## src/rtl/cgra_cfg_pkg.sv

```systemverilog
// Shared types and helpers for the CGRA configuration-chain loader.
package cgra_cfg_pkg;

  localparam int CFG_WORD_W = 32;

  typedef enum logic [2:0] {
    ST_IDLE  = 3'd0,
    ST_FETCH = 3'd1,
    ST_SHIFT = 3'd2,
    ST_DRAIN = 3'd3,
    ST_DONE  = 3'd4
  } cfg_ld_state_t;

  // Width of a counter that must reach CHAIN_LEN itself.
  function automatic int cfg_cnt_w(input int chain_len);
    return $clog2(chain_len + 1);
  endfunction

  // Width of a bit index inside one word (at least one bit).
  function automatic int cfg_idx_w(input int word_w);
    return (word_w > 1) ? $clog2(word_w) : 1;
  endfunction

endpackage

```

## src/rtl/cgra_config_loader_if.sv

```systemverilog
// Word-wide bitstream input stream and readback output stream of the loader.
interface cgra_config_loader_if
  import cgra_cfg_pkg::*;
#(
  parameter int WORD_W = CFG_WORD_W
) ();

  logic [WORD_W-1:0] cfg_data;
  logic              cfg_valid;
  logic              cfg_ready;
  logic [WORD_W-1:0] rb_data;
  logic              rb_valid;
  logic              rb_ready;

  // Host side: supplies bitstream words, consumes readback words.
  modport master (
    output cfg_data, cfg_valid, rb_ready,
    input  cfg_ready, rb_data, rb_valid
  );

  // Loader side.
  modport slave (
    input  cfg_data, cfg_valid, rb_ready,
    output cfg_ready, rb_data, rb_valid
  );

endinterface

```

## src/rtl/cgra_config_loader_rb_deser.sv

```systemverilog
// Readback deserializer: gathers chain-tail bits into a capture word, hands
// complete words to an output register with a valid/ready handshake, and
// asks the loader to stop shifting when both registers are occupied.
module cfg_rb_deser
  import cgra_cfg_pkg::*;
#(
  parameter int WORD_W = CFG_WORD_W,
  parameter int IDX_W  = cfg_idx_w(CFG_WORD_W)
) (
  input  logic              clk,
  input  logic              rst_n,
  input  logic              shift,
  input  logic              tail,
  input  logic [IDX_W-1:0]  bit_idx,
  input  logic              word_end,
  output logic [WORD_W-1:0] rb_data,
  output logic              rb_valid,
  input  logic              rb_ready,
  output logic              stall,
  output logic              cap_empty
);

  logic [WORD_W-1:0] cap_word;
  logic [WORD_W-1:0] cap_nxt;
  logic              cap_full;
  logic              xfer;

  // A full capture word moves out when the output register is free or is
  // being emptied this very cycle; otherwise the chain must not advance.
  assign xfer      = cap_full && (!rb_valid || rb_ready);
  assign stall     = cap_full && rb_valid && !rb_ready;
  assign cap_empty = !cap_full;

  // Next capture word: cleared as it is handed over so that a short final
  // word reads back with its unused upper bits at zero.
  always_comb begin
    cap_nxt = xfer ? '0 : cap_word;
    if (shift) begin
      cap_nxt[bit_idx] = tail;
    end
  end

  // Capture register and its full flag.
  always_ff @(posedge clk or negedge rst_n) begin
    if (!rst_n) begin
      cap_word <= '0;
      cap_full <= 1'b0;
    end else begin
      cap_word <= cap_nxt;
      if (shift && word_end) begin
        cap_full <= 1'b1;
      end else if (xfer) begin
        cap_full <= 1'b0;
      end
    end
  end

  // Output register: holds a word stable until the consumer takes it.
  always_ff @(posedge clk or negedge rst_n) begin
    if (!rst_n) begin
      rb_data  <= '0;
      rb_valid <= 1'b0;
    end else if (xfer) begin
      rb_data  <= cap_word;
      rb_valid <= 1'b1;
    end else if (rb_ready) begin
      rb_valid <= 1'b0;
    end
  end

endmodule

```

## src/rtl/cgra_config_loader.sv

```systemverilog
// Serial configuration loader for a CGRA array: serializes bitstream words
// LSB first onto the chain head and deserializes the bits leaving the chain
// tail into readback words, all in the configuration clock domain.
module cgra_config_loader
  import cgra_cfg_pkg::*;
#(
  parameter int CHAIN_LEN = 1024,
  parameter int WORD_W    = CFG_WORD_W
) (
  input  logic                 Config_Clock,
  input  logic                 Config_Reset,
  input  logic                 start,
  output logic                 busy,
  output logic                 done,
  cgra_config_loader_if.slave  bus,
  output logic                 cfg_bit_out,
  output logic                 shift_en,
  input  logic                 cfg_tail_in
);

  localparam int CNT_W = cfg_cnt_w(CHAIN_LEN);
  localparam int IDX_W = cfg_idx_w(WORD_W);
  localparam logic [CNT_W-1:0] LAST_BIT = CNT_W'(CHAIN_LEN - 1);
  localparam logic [IDX_W-1:0] LAST_IDX = IDX_W'(WORD_W - 1);

  if (CHAIN_LEN < 1) begin : g_bad_len
    $error("cgra_config_loader: CHAIN_LEN must be at least 1");
  end

  cfg_ld_state_t     state;
  cfg_ld_state_t     state_nxt;
  logic [WORD_W-1:0] tx_sr;
  logic [CNT_W-1:0]  bits_done;
  logic [IDX_W-1:0]  word_bit;
  logic              last_chain_bit;
  logic              last_word_bit;
  logic              word_end;
  logic              stall;
  logic              cap_empty;

  // The final chain bit also closes the current word, which is how the
  // short last word of a non-multiple chain length is cut off.
  assign last_chain_bit = (bits_done == LAST_BIT);
  assign last_word_bit  = (word_bit == LAST_IDX);
  assign word_end       = last_word_bit || last_chain_bit;

  // State register.
  always_ff @(posedge Config_Clock or negedge Config_Reset) begin
    if (!Config_Reset) begin
      state <= ST_IDLE;
    end else begin
      state <= state_nxt;
    end
  end

  // Next-state and output decode.
  always_comb begin
    state_nxt     = state;
    busy          = 1'b0;
    done          = 1'b0;
    bus.cfg_ready = 1'b0;
    shift_en      = 1'b0;
    cfg_bit_out   = 1'b0;
    unique case (state)
      ST_IDLE: begin
        if (start) begin
          state_nxt = ST_FETCH;
        end
      end
      ST_FETCH: begin
        busy          = 1'b1;
        bus.cfg_ready = 1'b1;
        if (bus.cfg_valid) begin
          state_nxt = ST_SHIFT;
        end
      end
      ST_SHIFT: begin
        busy        = 1'b1;
        shift_en    = !stall;
        cfg_bit_out = tx_sr[0];
        if (!stall) begin
          if (last_chain_bit) begin
            state_nxt = ST_DRAIN;
          end else if (last_word_bit) begin
            state_nxt = ST_FETCH;
          end
        end
      end
      ST_DRAIN: begin
        busy = 1'b1;
        // With no capture pending, the word being taken is the final one.
        if (bus.rb_valid && bus.rb_ready && cap_empty) begin
          state_nxt = ST_DONE;
        end
      end
      ST_DONE: begin
        busy      = 1'b1;
        done      = 1'b1;
        state_nxt = ST_IDLE;
      end
      default: begin
        state_nxt = ST_IDLE;
      end
    endcase
  end

  // Transmit shift register and session bit counters.
  always_ff @(posedge Config_Clock or negedge Config_Reset) begin
    if (!Config_Reset) begin
      tx_sr     <= '0;
      bits_done <= '0;
      word_bit  <= '0;
    end else begin
      if (state == ST_IDLE && start) begin
        bits_done <= '0;
        word_bit  <= '0;
      end else if (state == ST_FETCH && bus.cfg_valid) begin
        tx_sr    <= bus.cfg_data;
        word_bit <= '0;
      end else if (shift_en) begin
        tx_sr     <= tx_sr >> 1;
        bits_done <= bits_done + CNT_W'(1);
        word_bit  <= word_bit + IDX_W'(1);
      end
    end
  end

  cfg_rb_deser #(
    .WORD_W (WORD_W),
    .IDX_W  (IDX_W)
  ) u_rb_deser (
    .clk       (Config_Clock),
    .rst_n     (Config_Reset),
    .shift     (shift_en),
    .tail      (cfg_tail_in),
    .bit_idx   (word_bit),
    .word_end  (word_end),
    .rb_data   (bus.rb_data),
    .rb_valid  (bus.rb_valid),
    .rb_ready  (bus.rb_ready),
    .stall     (stall),
    .cap_empty (cap_empty)
  );

endmodule
```

## src/flat_wrapper.sv

```systemverilog
// flat-port wrapper written by rule: the top's interface ports become plain ports
module cgra_config_loader_flat import cgra_cfg_pkg::*;
#(
  parameter int CHAIN_LEN = 1024,
  parameter int WORD_W    = CFG_WORD_W
)
  (Config_Clock, Config_Reset, start, busy, done, cfg_bit_out, shift_en, cfg_tail_in, bus_cfg_data, bus_cfg_valid, bus_rb_ready, bus_cfg_ready, bus_rb_data, bus_rb_valid);
  cgra_config_loader_if #(.WORD_W(WORD_W)) bus_i ();
  input  logic Config_Clock;
  input  logic Config_Reset;
  input  logic start;
  output logic busy;
  output logic done;
  output logic cfg_bit_out;
  output logic shift_en;
  input  logic cfg_tail_in;
  input wire logic [$bits(bus_i.cfg_data)-1:0] bus_cfg_data;
  input wire logic [$bits(bus_i.cfg_valid)-1:0] bus_cfg_valid;
  input wire logic [$bits(bus_i.rb_ready)-1:0] bus_rb_ready;
  output wire logic [$bits(bus_i.cfg_ready)-1:0] bus_cfg_ready;
  output wire logic [$bits(bus_i.rb_data)-1:0] bus_rb_data;
  output wire logic [$bits(bus_i.rb_valid)-1:0] bus_rb_valid;
  assign bus_i.cfg_data = bus_cfg_data;
  assign bus_i.cfg_valid = bus_cfg_valid;
  assign bus_i.rb_ready = bus_rb_ready;
  assign bus_cfg_ready = bus_i.cfg_ready;
  assign bus_rb_data = bus_i.rb_data;
  assign bus_rb_valid = bus_i.rb_valid;
  cgra_config_loader #(.CHAIN_LEN(CHAIN_LEN), .WORD_W(WORD_W)) u_core (.Config_Clock(Config_Clock), .Config_Reset(Config_Reset), .start(start), .busy(busy), .done(done), .bus(bus_i), .cfg_bit_out(cfg_bit_out), .shift_en(shift_en), .cfg_tail_in(cfg_tail_in));
endmodule
```

## config.mk

```make
export PLATFORM = sky130hd
export DESIGN_NAME = cgra_config_loader_flat
export DESIGN_NICKNAME = d
export VERILOG_FILES = /design/src/rtl/cgra_cfg_pkg.sv /design/src/rtl/cgra_config_loader_if.sv /design/src/rtl/cgra_config_loader_rb_deser.sv /design/src/rtl/cgra_config_loader.sv /design/src/flat_wrapper.sv
export SDC_FILE = /design/constraint.sdc
export NUM_CORES = 1
export LEC_CHECK = 0
export CAP_MARGIN = 20
export CORE_UTILIZATION = 30
export DETAILED_ROUTE_END_ITERATION = 10
export DONT_BUFFER_PORTS = 1
export PLACE_DENSITY = 0.48
export SETUP_SLACK_MARGIN = 0.05
export SLEW_MARGIN = 20
export SYNTH_ARGS = -nofsm -noshare
export SYNTH_HDL_FRONTEND = slang
export SYNTH_SLANG_ARGS = --single-unit
```

## constraint.sdc

```tcl
create_clock -name Config_Clock -period 2.05 [get_ports Config_Clock]
set_clock_uncertainty 0.2 [all_clocks]
set_input_delay 0 -clock Config_Clock [delete_from_list [all_inputs] [get_ports Config_Clock]]
set_output_delay 0 -clock Config_Clock [all_outputs]
set_load 0.05 [all_outputs]
```

# Yosys cells after proc, flatten, opt, wreduce, memory -nomap -nowiden
# Cells that the tools add are included.
[word_totals]
regBits = 117
input_bits = 38
output_inout_bits = 38
elab_cells = 79
[classes]
n_addsub = 2
magnitude_cmp = 2
eq_ne = 12
mux = 29
bitwise = 1
n_reduce_logical = 25
[ops]
columns = ["op", "n"]
rows = [
  ["$mux 32", 4],
  ["$mux 11", 3],
  ["$bwmux 32", 1],
  ["$mux 3", 6],
  ["$mux 5", 3],
  ["$pmux 3 s4", 1],
  ["$add 11x1->11 const B", 1],
  ["$eq 11x10->1 const B", 1],
  ["$mux 1", 10],
  ["$logic_and 1x1->1", 9],
  ["$reduce_bool 2->1", 4],
  ["$eq 3x2->1 const B", 2],
  ["$lt 5x6->1 const B", 1],
  ["$ne 2x2->1 const B", 3],
  ["$add 5x1->5 const B", 1],
  ["$demux 1 s5", 1],
  ["$eq 5x5->1 const B", 1],
  ["$ge 5x1->1 const B", 1],
  ["$reduce_and 5->1", 1],
  ["$logic_not 1->1", 4],
  ["$ne 2x1->1 const B", 2],
  ["$reduce_and 2->1", 2],
  ["$reduce_or 4->1", 1],
  ["$eq 3x1->1 const B", 1],
  ["6 further kinds", 7],
]

# Longest topological paths before layout
# Gate-level depths: netlist (run 1).
[logic_depth]
depth_word = 7
mapped_depth = 7
ltp_nobuf = 6

# Modules after synthesis
# Synthesis (run 1) repeated with hierarchy kept, for this count alone.
[unflattened]
cells_unflattened = 483
hier_area_um2 = 5449.0
[modules_own_cells]
columns = ["module", "n_inst", "cells_per_inst", "area_each_um2", "seq_area_each_um2"]
rows = [
  ["cfg_rb_deser", 1, 232, 2859.0, 1651.6],
  ["cgra_config_loader", 1, 251, 2590.0, 1276.2],
]

# Least setup slack after synthesis (run 1)
# OpenSTA, ideal clock, no wires.
[synth_timing]
kind = "register -> register"
from = "register u_core.u_rb_deser.rb_valid"
to = "register u_core.tx_sr[10]"
setup_time_ns = 0.134
t_arrival_ns = 1.691
required_time_ns = 1.716
path_slack_ns = 0.025
stages_incl_launch_ff = 7
cell_sequence = "dfrtp_1 -> nand3b_1 -> nand2_2 -> buf_4 -> buf_4 -> mux2i_1 -> o21ai_0"
[synth_between]
elab_chain_cells = 6
[synth_rtl]
columns = ["element", "line", "source"]
rows = [
  ["start, declared", "cgra_config_loader_rb_deser.sv:17", "output logic rb_valid,"],
  ["start signal, assigned", "cgra_config_loader_rb_deser.sv:62", "rb_valid <= 1'b0;"],
  ["start signal, assigned", "cgra_config_loader_rb_deser.sv:65", "rb_valid <= 1'b1;"],
  ["start signal, assigned", "cgra_config_loader_rb_deser.sv:67", "rb_valid <= 1'b0;"],
  ["$logic_and 1x1->1 (2 in series)", "cgra_config_loader_rb_deser.sv:31", "assign stall = cap_full && rb_valid && !rb_ready;"],
  ["$logic_not 1->1", "cgra_config_loader.sv:79", "shift_en = !stall;"],
  ["$mux 1", "cgra_config_loader.sv:64", "unique case (state)"],
  ["$reduce_bool 2->1 (no line)", "n/a", ""],
  ["$reduce_and 2->1 (no line)", "n/a", ""],
  ["end signal, assigned", "cgra_config_loader.sv:118", "tx_sr <= bus.cfg_data;"],
  ["end signal, assigned", "cgra_config_loader.sv:121", "tx_sr <= tx_sr >> 1;"],
  ["end, declared", "cgra_config_loader.sv:32", "logic [WORD_W-1:0] tx_sr;"],
]
# Every way passes these cells.
# A chain may end at the register's enable or synchronous reset.

# Worst setup path after layout (run 1)
[layout_timing]
from = "register u_core.state[0]"
to = "register u_core.bits_done[10]"
[layout_between]
elab_chain_cells = 4
[layout_rtl]
columns = ["element", "line", "source"]
rows = [
  ["start, declared", "cgra_config_loader.sv:30", "cfg_ld_state_t state;"],
  ["start signal, assigned", "cgra_config_loader.sv:52", "state <= state_nxt;"],
  ["$eq 3x1->1 (tied with other cells)", "cgra_config_loader.sv:117", "end else if (state == ST_FETCH && bus.cfg_valid) begin"],
  ["$logic_and 1x1->1 (tied with other cells)", "cgra_config_loader.sv:117", ""],
  ["$ne 2x1->1 (no line) / $reduce_bool 2->1 (equally long branches)", "n/a", ""],
  ["$reduce_and 2->1 (no line)", "n/a", ""],
  ["end signal, assigned", "cgra_config_loader.sv:122", "bits_done <= bits_done + CNT_W'(1);"],
  ["end, declared", "cgra_config_loader.sv:33", "logic [CNT_W-1:0] bits_done;"],
]
# Parallel ways exist; a longest one is shown, timed or not.

==> flow_metrics.env, run 1 <==
export IMPL_via_per_inst=4.81
export IMPL_io_pins=76
export IMPL_post_route_drc_count=0
export IMPL_yosys_top_cells_area="dfrtp_1, mux2i_1, mux2_2"
export IMPL_dpl_hpwl_um=7240
export IMPL_startpoint_type="flop"
export IMPL_vias=3676
export IMPL_grt_overflow=0
export IMPL_rrSetupSlack_ps=170
export IMPL_htreeDepth=4
export IMPL_reg2regPathDepth=4
export IMPL_path_clk_slew_ps=50
export IMPL_clock_path_buffers=2
export IMPL_crit_path_end_kind="flop"
export IMPL_fmax_ghz=0.531
export IMPL_syn_nets=530
export IMPL_wl_per_cell_um=15.1
export IMPL_synth_adder_area_share_pct=1.40
export IMPL_grt_max_degree=118
export IMPL_ant_nets=0
export IMPL_place_congestion=0.765
export IMPL_num_nets_final=571
export IMPL_cts_tree="done"
export IMPL_synth_ff_type="dfrtp_1"
export IMPL_ys_types=43
export IMPL_period_share_pct=91.8
export IMPL_cts_buffers_inserted=17
export IMPL_drv_slew=0
export IMPL_hold_buffers=36
export IMPL_worstSetupPathType="flop to flop"
export IMPL_drive_gt1_share_pct=16.5
export IMPL_synth_edff_count=0
export IMPL_drt_pass1_iter_count=4
export IMPL_synthSimpleGateAreaFrac_pct=15.5
export IMPL_ys_ff_latch=117
export IMPL_synth_largest_area_cell="dfrtp_1"
export IMPL_path_max_fanout=7
export IMPL_min_period_ps=1880
export IMPL_antenna_cells=0
export IMPL_syn_avg_cell_area_um2=11.0
export IMPL_setup_violations=0
export IMPL_synthCells=486
export IMPL_antenna_found_initial=0
export IMPL_synth_compound_area_share_pct=5.69
export IMPL_core_area_um2=17400
export IMPL_dpl_instance_area_um2=5700
export IMPL_r2r_start="u_core.state[0]"
export IMPL_max_slew_margin_pct=63.1
export IMPL_violations="hold timing"
export IMPL_cts_root_buffer="clkbuf_16"
export IMPL_die_h_um=136
export IMPL_setup_tns_ps=0
export IMPL_drtIter0Drc=194
export IMPL_p_leak_nw=3.22
export IMPL_min_path_type="primary input to asynchronous set/reset pin"
export IMPL_status="complete, but fails checks"
export IMPL_startpoint="u_core.state[0]"
export IMPL_dieArea_um2=18400
export IMPL_grt_pass1_vias=3769
export IMPL_synth_xor_area_share_pct=0.655
export IMPL_final_area_um2=6700
export IMPL_dp_cells=697
export IMPL_rsz0062_at_grt="no"
export IMPL_synthTopCellsByCount="dfrtp_1, nand2_1, mux2i_1, o21ai_0, mux2_2"
export IMPL_cap_violations=0
export IMPL_synth_top_family_by_area="multiplexers"
export IMPL_start_util_pct=30.8
export IMPL_peakVddDrop_mv=0.592
export IMPL_synth_top_cell_area_share_pct=54.7
export IMPL_wl_um=11600
export IMPL_synth_area_mux_share_pct=18.7
export IMPL_ys_warn_count=0
export IMPL_synthToLayoutAreaGrowth_pct=25.2
export IMPL_rr_endpoint="u_core.bits_done[10]"
export IMPL_cp_arrival_ps=2010
export IMPL_cts_sinks=117
export IMPL_ys_seq_area_share_pct=54.7
export IMPL_async_reset_ff_share_pct=100
export IMPL_holdWs_ps=-910
export IMPL_p_per_area_nw_per_um2=1340
export IMPL_num_rows=48
export IMPL_yosysMostFrequentCell="dfrtp_1"
export IMPL_crit_required_ps=2180
export IMPL_final_hold_viol_count=117
export IMPL_syn_cell_area_um2=5350
export IMPL_clk_latency_ps=410
export IMPL_worst_pin_slew_ps=552
export IMPL_grt_pass1_wl_um=19100
export IMPL_port_buffers=0
export IMPL_track_usage_pct=13.5
export IMPL_cts_setup_buffers=0
export IMPL_die_x_um=136
export IMPL_finalNonFillerCells=765
registers in the layout (all words and copies together) (netlist names):
register / flops
u_core.u_rb_deser.cap_full: 1
u_core.word_bit: 5
u_core.u_rb_deser.rb_data: 32
u_core.u_rb_deser.cap_word: 32
u_core.tx_sr: 32
u_core.bits_done: 11
u_core.state: 3
u_core.u_rb_deser.rb_valid: 1
power by group:
| part | internal [mW] | switching [mW] | total (mW) |
|---|---|---|---|
| combinational | 1.08 | 1.38 | 2.46 |
| clock | 2.18 | 1.02 | 3.20 |
| sequential | 2.88 | 0.420 | 3.30 |
| total | 6.14 | 2.82 | 8.96 |
layout by cell type, fill, tap and decap left out, types with 6 or more instances in the layout:
cell / instances
a21oi_1: 8
buf_4: 13
clkbuf_16: 17
dfrtp_1: 115
dlygate4sd3_1: 36
ha_1: 6
inv_1: 8
mux2_2: 32
mux2i_1: 64
nand2_1: 87
nand3_1: 30
nor2_1: 9
o21ai_0: 38
critical path, cell delays in order (launching register included):
cell and delay, ps:
dfrtp_1 480, nor3b_4 290, nand3_1 230, or4_1 450, a21oi_1 160
layout make-up:
| type | instances | area (µm²) |
|---|---|---|
| Tap cell | 225 | 282 |
| Clock inverter | 10 | 178 |
| Clock buffer | 22 | 454 |
| Multi-Input combinational cell | 329 | 2270 |
| Timing Repair Buffer | 54 | 558 |
| Fill cell | 1709 | 10700 |
| Sequential cell | 117 | 2930 |
| Inverter | 8 | 30.0 |
worst max path at each step:
stage | end | slack [ps] | depth (start not counted)
global placement | u_core.bits_done[9] | 130 | 5
floorplan | u_core.u_rb_deser.cap_word[26] | 180 | 7
global route | u_core.bits_done[10] | 60 | 4
finish | u_core.bits_done[10] | 170 | 4
detailed placement | u_core.bits_done[9] | 100 | 5
CTS | shift_en | 80 | 4
per-layer routing:
| layer | GRT usage [%] | vias up | wire length [µm] |
|---|---|---|---|
| met4 | 5.49 | 0 | 143 |
| met1 | 17.1 | 1821 | 5340 |
| met5 | 0 | - | 0 |
| met3 | 4.98 | 12 | 677 |
| met2 | 20.7 | 69 | 5410 |
| li1 | - | 1774 | - |
cells by family after synthesis:
family,Yosys count
AO/OA/AOI/OAI,55
buffers and inverters,40
flip-flops,117
AND/OR/NAND/NOR,168
adder cells (fa/ha/maj),6
XOR/XNOR,4
multiplexers,96
per-stage QoR:
stage	hold WS (ps)	setup slack [ps]	util, %	power, mW
2_1_floorplan	-496	180	-	5.03
3_3_place_gp	-493	134	32.8	5.69
3_5_place_dp	-494	102	32.8	5.76
4_1_cts	-937	83.0	38.6	9.06
5_1_grt	-941	58.6	38.6	9.49
6_report	-910	167	38.6	8.96
timing repair:
item | 4_1_cts | 5_1_grt
hold endpoints to repair | 197 | 117
setup endpoints to repair | 1 | 10
gates resized for setup | 1 | 3
Note: power is estimated with default switching activity, not from simulation.
==> run 2: changes to the inputs <==
- CORE_UTILIZATION: 30 -> 45
- PLACE_DENSITY: 0.48 -> 0.64
- clock period: 2.05 -> 1.78 ns (I/O delays scaled with it)
==> run 2 against run 1 <==
The flow finishes with violations (DRC, hold timing, setup timing). Design area grew 12%. Die area shrank 33%. Wire length grew 10%. Non-clock buffer count grew 65. Sequential cell count is the same. Final cell count shrank 2.4%.
==> flow_metrics.env, run 2 (synthesis gave the netlist of run 1 again) <==
export IMPL_grt_overflow=0
export IMPL_clk_latency_ps=400
export IMPL_worstSetupPathType="flop to flop"
export IMPL_worst_pin_slew_ps=541
export IMPL_critical_path_top_delay_family="simple AND/OR/NAND/NOR gates"
export IMPL_grt_pass1_vias=4002
export IMPL_holdWs_ps=-907
export IMPL_place_congestion=0.822
export IMPL_regArea_um2=2940
export IMPL_num_rows=39
export IMPL_wl_per_cell_um=17.1
export IMPL_drtIter0Drc=231
export IMPL_grt_pass1_wl_um=19700
export IMPL_violations="DRC, hold timing, setup timing"
export IMPL_io_pins=76
export IMPL_start_util_pct=46.4
export IMPL_max_slew_margin_pct=63.9
export IMPL_worstPathBufferInverterCount=2
export IMPL_fmax_ghz=0.530
export IMPL_drt_pass1_iter_count=8
export IMPL_num_nets_final=636
export IMPL_p_total_mw=11.3
export IMPL_clock_path_buffers=2
export IMPL_hold_buffers=36
export IMPL_cts_root_buffer="clkbuf_16"
export IMPL_post_route_drc_count=4
export IMPL_setup_violations=56
export IMPL_drv_slew=0
export IMPL_worstPathCellList="nor3b_4, nand2_4, inv_6, clkbuf_16, nand3_1, mux2i_1"
export IMPL_cts_sinks=117
export IMPL_peakVddDrop_mv=0.923
export IMPL_fill_cells=871
export IMPL_status="complete, but fails checks"
export IMPL_period_share_pct=106
export IMPL_layout_common_cells="dfrtp_1, nand2_1, mux2i_1, buf_4, dlygate4sd3_1"
export IMPL_htreeDepth=4
export IMPL_vias=4080
export IMPL_cp_slowest_stage_delay_ps=450
export IMPL_track_usage_pct=20.4
export IMPL_setup_slack_ps=-106
export IMPL_die_x_um=111
export IMPL_min_path_type="primary input to asynchronous set/reset pin"
export IMPL_layout_commonest_cell="dfrtp_1"
export IMPL_antenna_found_initial=0
export IMPL_crit_path_top_delay_cell="dfrtp_2"
export IMPL_cap_violations=0
export IMPL_crit_path_end_kind="flop"
export IMPL_wl_um=12800
export IMPL_die_h_um=111
export IMPL_cts_tree="done"
export IMPL_antenna_cells=0
export IMPL_dieArea_um2=12300
export IMPL_dp_cells=662
export IMPL_multi_input_area_um2=2560
export IMPL_path_clk_slew_ps=50
export IMPL_finalNonFillerCells=747
export IMPL_grt_max_degree=118
export IMPL_synthToLayoutAreaGrowth_pct=40.2
export IMPL_p_per_area_nw_per_um2=1510
export IMPL_ant_nets=0
export IMPL_reg_top3="u_core.tx_sr x32, u_core.u_rb_deser.cap_word x32, u_core.u_rb_deser.rb_data x32"
export IMPL_port_buffers=0
export IMPL_cp_arrival_ps=2000
export IMPL_final_hold_viol_count=117
export IMPL_crit_required_ps=1890
export IMPL_pre_cts_ws_ps=-23.7
export IMPL_rsz0062_at_grt="yes"
export IMPL_via_per_inst=5.46
export IMPL_utilization_pct=65.1
export IMPL_startpoint_type="flop"
export IMPL_core_area_um2=11500
export IMPL_drive_gt1_share_pct=33.3
export IMPL_dpl_hpwl_um=6930
export IMPL_cts_buffers_inserted=17
export IMPL_p_leak_nw=3.63
export IMPL_min_period_ps=1890
export IMPL_path_max_fanout=14
run 2: changes by cell type in the layout (fill, tap and decap cells not counted), moves of 5 or more:
cell,previous run,this run
buf_4,13,61
o21ai_0,38,5
nand2_1,87,80
buf_6,0,11
o21ai_1,0,33
nand3_1,30,12
nand2_2,2,7
nand3_2,0,7
nand3_4,0,11
run 2: worst reg2reg max path: stages (launching register included):
cell	delay [ps]
dfrtp_2	450
nor3b_4	330
nand2_4	160
inv_6	130
clkbuf_16	180
nand3_1	110
mux2i_1	240
run 2: area by class of cell:
type | instances | area share (%)
Inverter | 8 | 0.467
Tap cell | 143 | 2.39
Clock inverter | 9 | 1.69
Clock buffer | 22 | 6.33
Sequential cell | 117 | 39.2
Timing Repair Buffer | 119 | 15.8
Multi-Input combinational cell | 329 | 34.2
run 2: metal layers:
metal  share of wire [%]  routed length (µm)  vias up  track usage [%]
met2                  50                6410       95             32.4
li1                    -                   -     1911                -
met1                  45                5690     2062             26.4
met5                   0                   0        -                0
met4                 1.3                 165        0             7.75
met3                 4.0                 510       12             6.01
run 2: what timing repair did:
action,in CTS,in global routing
cloned,0,6
setup endpoints to repair,68,83
pin swaps,4,10
setup buffers,5,7
endpoints found under the hold margin,197,117
resized for setup,31,75
run 2: metrics by stage:
stage / TNS, ps / cell area [µm²]
2_1_floorplan: 0 / 5400
3_3_place_gp: -28.6 / 5980
3_5_place_dp: -65.2 / 5980
4_1_cts: -131 / 7050
5_1_grt: -5810 / 7500
6_report: -1330 / 7500
run 2: worst paths after layout:
kind                            cells past startpoint  slack (ps)                      startpoint                             end
worst max-delay path                                6        -110                 u_core.state[0]  u_core.u_rb_deser.cap_word[22]
max in group asynchronous                           0        2080                    Config_Reset      u_core.u_rb_deser.rb_valid
worst min register to register                      1         300  u_core.u_rb_deser.cap_word[12]   u_core.u_rb_deser.rb_data[12]
worst min-delay path                                0        -910                    Config_Reset             u_core.bits_done[2]
min in group Config_Clock                           3          70                bus_cfg_data[12]                u_core.tx_sr[12]
worst max register to register                      6        -110                 u_core.state[0]  u_core.u_rb_deser.cap_word[22]
run 2: where the power goes:
| part | internal (mW) | leakage, nW | total (mW) | switching (mW) |
|---|---|---|---|---|
| Sequential | 3.32 | 1.55 | 3.80 | 0.479 |
| Combinational | 1.88 | 1.78 | 4.08 | 2.20 |
| Clock | 2.30 | 0.296 | 3.46 | 1.16 |
| Total | 7.50 | 3.63 | 11.3 | 3.84 |
==> run 3: changes to the inputs <==
- PLACE_DENSITY: 0.64 -> 0.66
==> run 3 against run 2 <==
The run still ends with DRC, hold timing, setup timing left. Highest routed layer unchanged. Non-clock buffer count up 11. Largest cell class unchanged. Worst hold slack gained 0.80 ps. Final cell count grew 1.6%. Combinational power grew 9.6%. Utilization rose by 1.8 points. Global-route usage rose by 0.15 points.
==> flow_metrics.env, run 3 (synthesis gave the netlist of run 1 again) <==
export IMPL_layout_common_cells="dfrtp_1, buf_4, nand2_1, mux2i_1, dlygate4sd3_1"
export IMPL_num_nets_final=647
export IMPL_vias=4231
export IMPL_cts_buffers_inserted=17
export IMPL_final_area_um2=7700
export IMPL_top_usage_layer="met2"
export IMPL_grt_pass1_wl_um=20100
export IMPL_fmax_ghz=0.553
export IMPL_layout_commonest_cell="dfrtp_1"
export IMPL_cts_tree="done"
export IMPL_holdWs_ps=-906
export IMPL_port_buffers=0
export IMPL_crit_path_end_kind="flop"
export IMPL_die_x_um=111
export IMPL_antenna_cells=0
export IMPL_wl_um=14100
export IMPL_antenna_found_initial=0
export IMPL_met3_usage_pct=4.98
export IMPL_grt_use_met1_pct=26.1
export IMPL_min_path_type="primary input to asynchronous set/reset pin"
export IMPL_cap_violations=0
export IMPL_setup_tns_ps=-163
export IMPL_drive_gt1_share_pct=37.7
export IMPL_grt_max_degree=118
export IMPL_drv_slew=0
export IMPL_io_pins=76
export IMPL_grt_overflow=0
export IMPL_final_hold_viol_count=117
export IMPL_min_period_ps=1810
export IMPL_cp_arrival_ps=1940
export IMPL_die_h_um=111
export IMPL_synthToLayoutAreaGrowth_pct=44.0
export IMPL_startpoint_type="flop"
export IMPL_fill_cells=807
export IMPL_num_rows=39
export IMPL_violations="DRC, hold timing, setup timing"
export IMPL_period_share_pct=102
export IMPL_htreeDepth=4
export IMPL_post_route_drc_count=8
export IMPL_worstSetupPathType="flop to flop"
export IMPL_hold_buffers=36
export IMPL_grt_pass1_vias=4082
export IMPL_clk_latency_ps=410
export IMPL_p_per_area_nw_per_um2=1530
export IMPL_start_util_pct=46.4
export IMPL_core_area_um2=11500
export IMPL_reg_top3="u_core.tx_sr x32, u_core.u_rb_deser.cap_word x32, u_core.u_rb_deser.rb_data x32"
export IMPL_wl_per_cell_um=18.6
export IMPL_path_max_fanout=5
export IMPL_dieArea_um2=12300
export IMPL_setup_slack_ps=-27.3
export IMPL_max_slew_margin_pct=70.5
export IMPL_status="complete, but fails checks"
export IMPL_place_congestion=0.843
export IMPL_drt_pass1_iter_count=8
export IMPL_cts_root_buffer="clkbuf_16"
export IMPL_ant_nets=0
export IMPL_via_per_inst=5.57
export IMPL_worst_pin_slew_ps=443
export IMPL_track_usage_pct=20.5
export IMPL_use_met2_pct=33.5
export IMPL_cts_sinks=117
export IMPL_dpl_instance_area_um2=6000
export IMPL_crit_required_ps=1910
export IMPL_peakVddDrop_mv=0.769
export IMPL_path_clk_slew_ps=50
export IMPL_clock_path_buffers=2
export IMPL_p_leak_nw=3.85
export IMPL_rsz0062_at_grt="yes"
export IMPL_setup_violations=16
export IMPL_dpl_hpwl_um=7120
export IMPL_drtIter0Drc=257
export IMPL_rrSetupSlack_ps=-30
run 3: cell types whose count changed in the layout (fill, tap and decap cells not counted), sizes merged:
cell	before	now
buf	79	86
clkbuf	26	31
clkinvlp	1	2
inv	8	7
run 3: metal layers:
layer	vias up	share of wire [%]
li1	1935	-
met1	2167	43
met2	108	51
met3	21	3.9
met4	0	1.9
met5	-	0
run 3: critical path, stage by stage (launching register included):
cell,delay [ps]
dfrtp_2,450
buf_4,170
nor4bb_4,150
buf_6,150
a211oi_4,380
a21oi_1,100
o21ai_1,140
run 3: worst paths after layout:
kind                                               start                              to  cells past startpoint
max                                      u_core.state[0]              u_core.word_bit[3]                      6
min                                         Config_Reset                u_core.tx_sr[22]                      0
max reg2reg                              u_core.state[0]              u_core.word_bit[3]                      6
min reg2reg                u_core.u_rb_deser.rb_data[22]   u_core.u_rb_deser.rb_data[22]                      1
max in group asynchronous                   Config_Reset  u_core.u_rb_deser.cap_word[20]                      0
min in group Config_Clock                bus_cfg_data[6]                 u_core.tx_sr[6]                      3
run 3: cell type report:
| type | instances | area [µm²] | area share [%] |
|---|---|---|---|
| Tap cell | 143 | 179 | 2.32 |
| Multi-Input combinational cell | 329 | 2590 | 33.7 |
| Sequential cell | 117 | 2930 | 38.1 |
| Clock buffer | 23 | 478 | 6.21 |
| Clock inverter | 9 | 125 | 1.62 |
| Timing Repair Buffer | 130 | 1360 | 17.6 |
| Inverter | 8 | 35.0 | 0.455 |
run 3: power by group:
| part | switching, mW | total, mW | leakage (nW) | internal [mW] |
|---|---|---|---|---|
| logic | 2.28 | 4.47 | 2.00 | 2.20 |
| registers | 0.535 | 3.85 | 1.56 | 3.32 |
| clock network | 1.15 | 3.46 | 0.293 | 2.30 |
run 3: through the flow:
stage          setup slack [ps]  utilization (%)  total power, mW  cells
4_1_cts                   -61.2             61.6             10.6    737
2_1_floorplan              10.2                -             5.91    486
6_report                  -27.3             66.9             11.8    759
3_3_place_gp               -115             52.1             6.69    665
5_1_grt                   -91.8             66.9             12.3    759
3_5_place_dp               -215             52.1             6.84    665
run 3: what timing repair did:
| action | CTS | global route |
|---|---|---|
| resized for setup | 34 | 101 |
| endpoints found under the setup margin | 79 | 85 |
| buffers inserted | 4 | 10 |
| pin swaps | 10 | 23 |
| hold endpoints to repair | 197 | 117 |
| gates cloned | 0 | 12 |
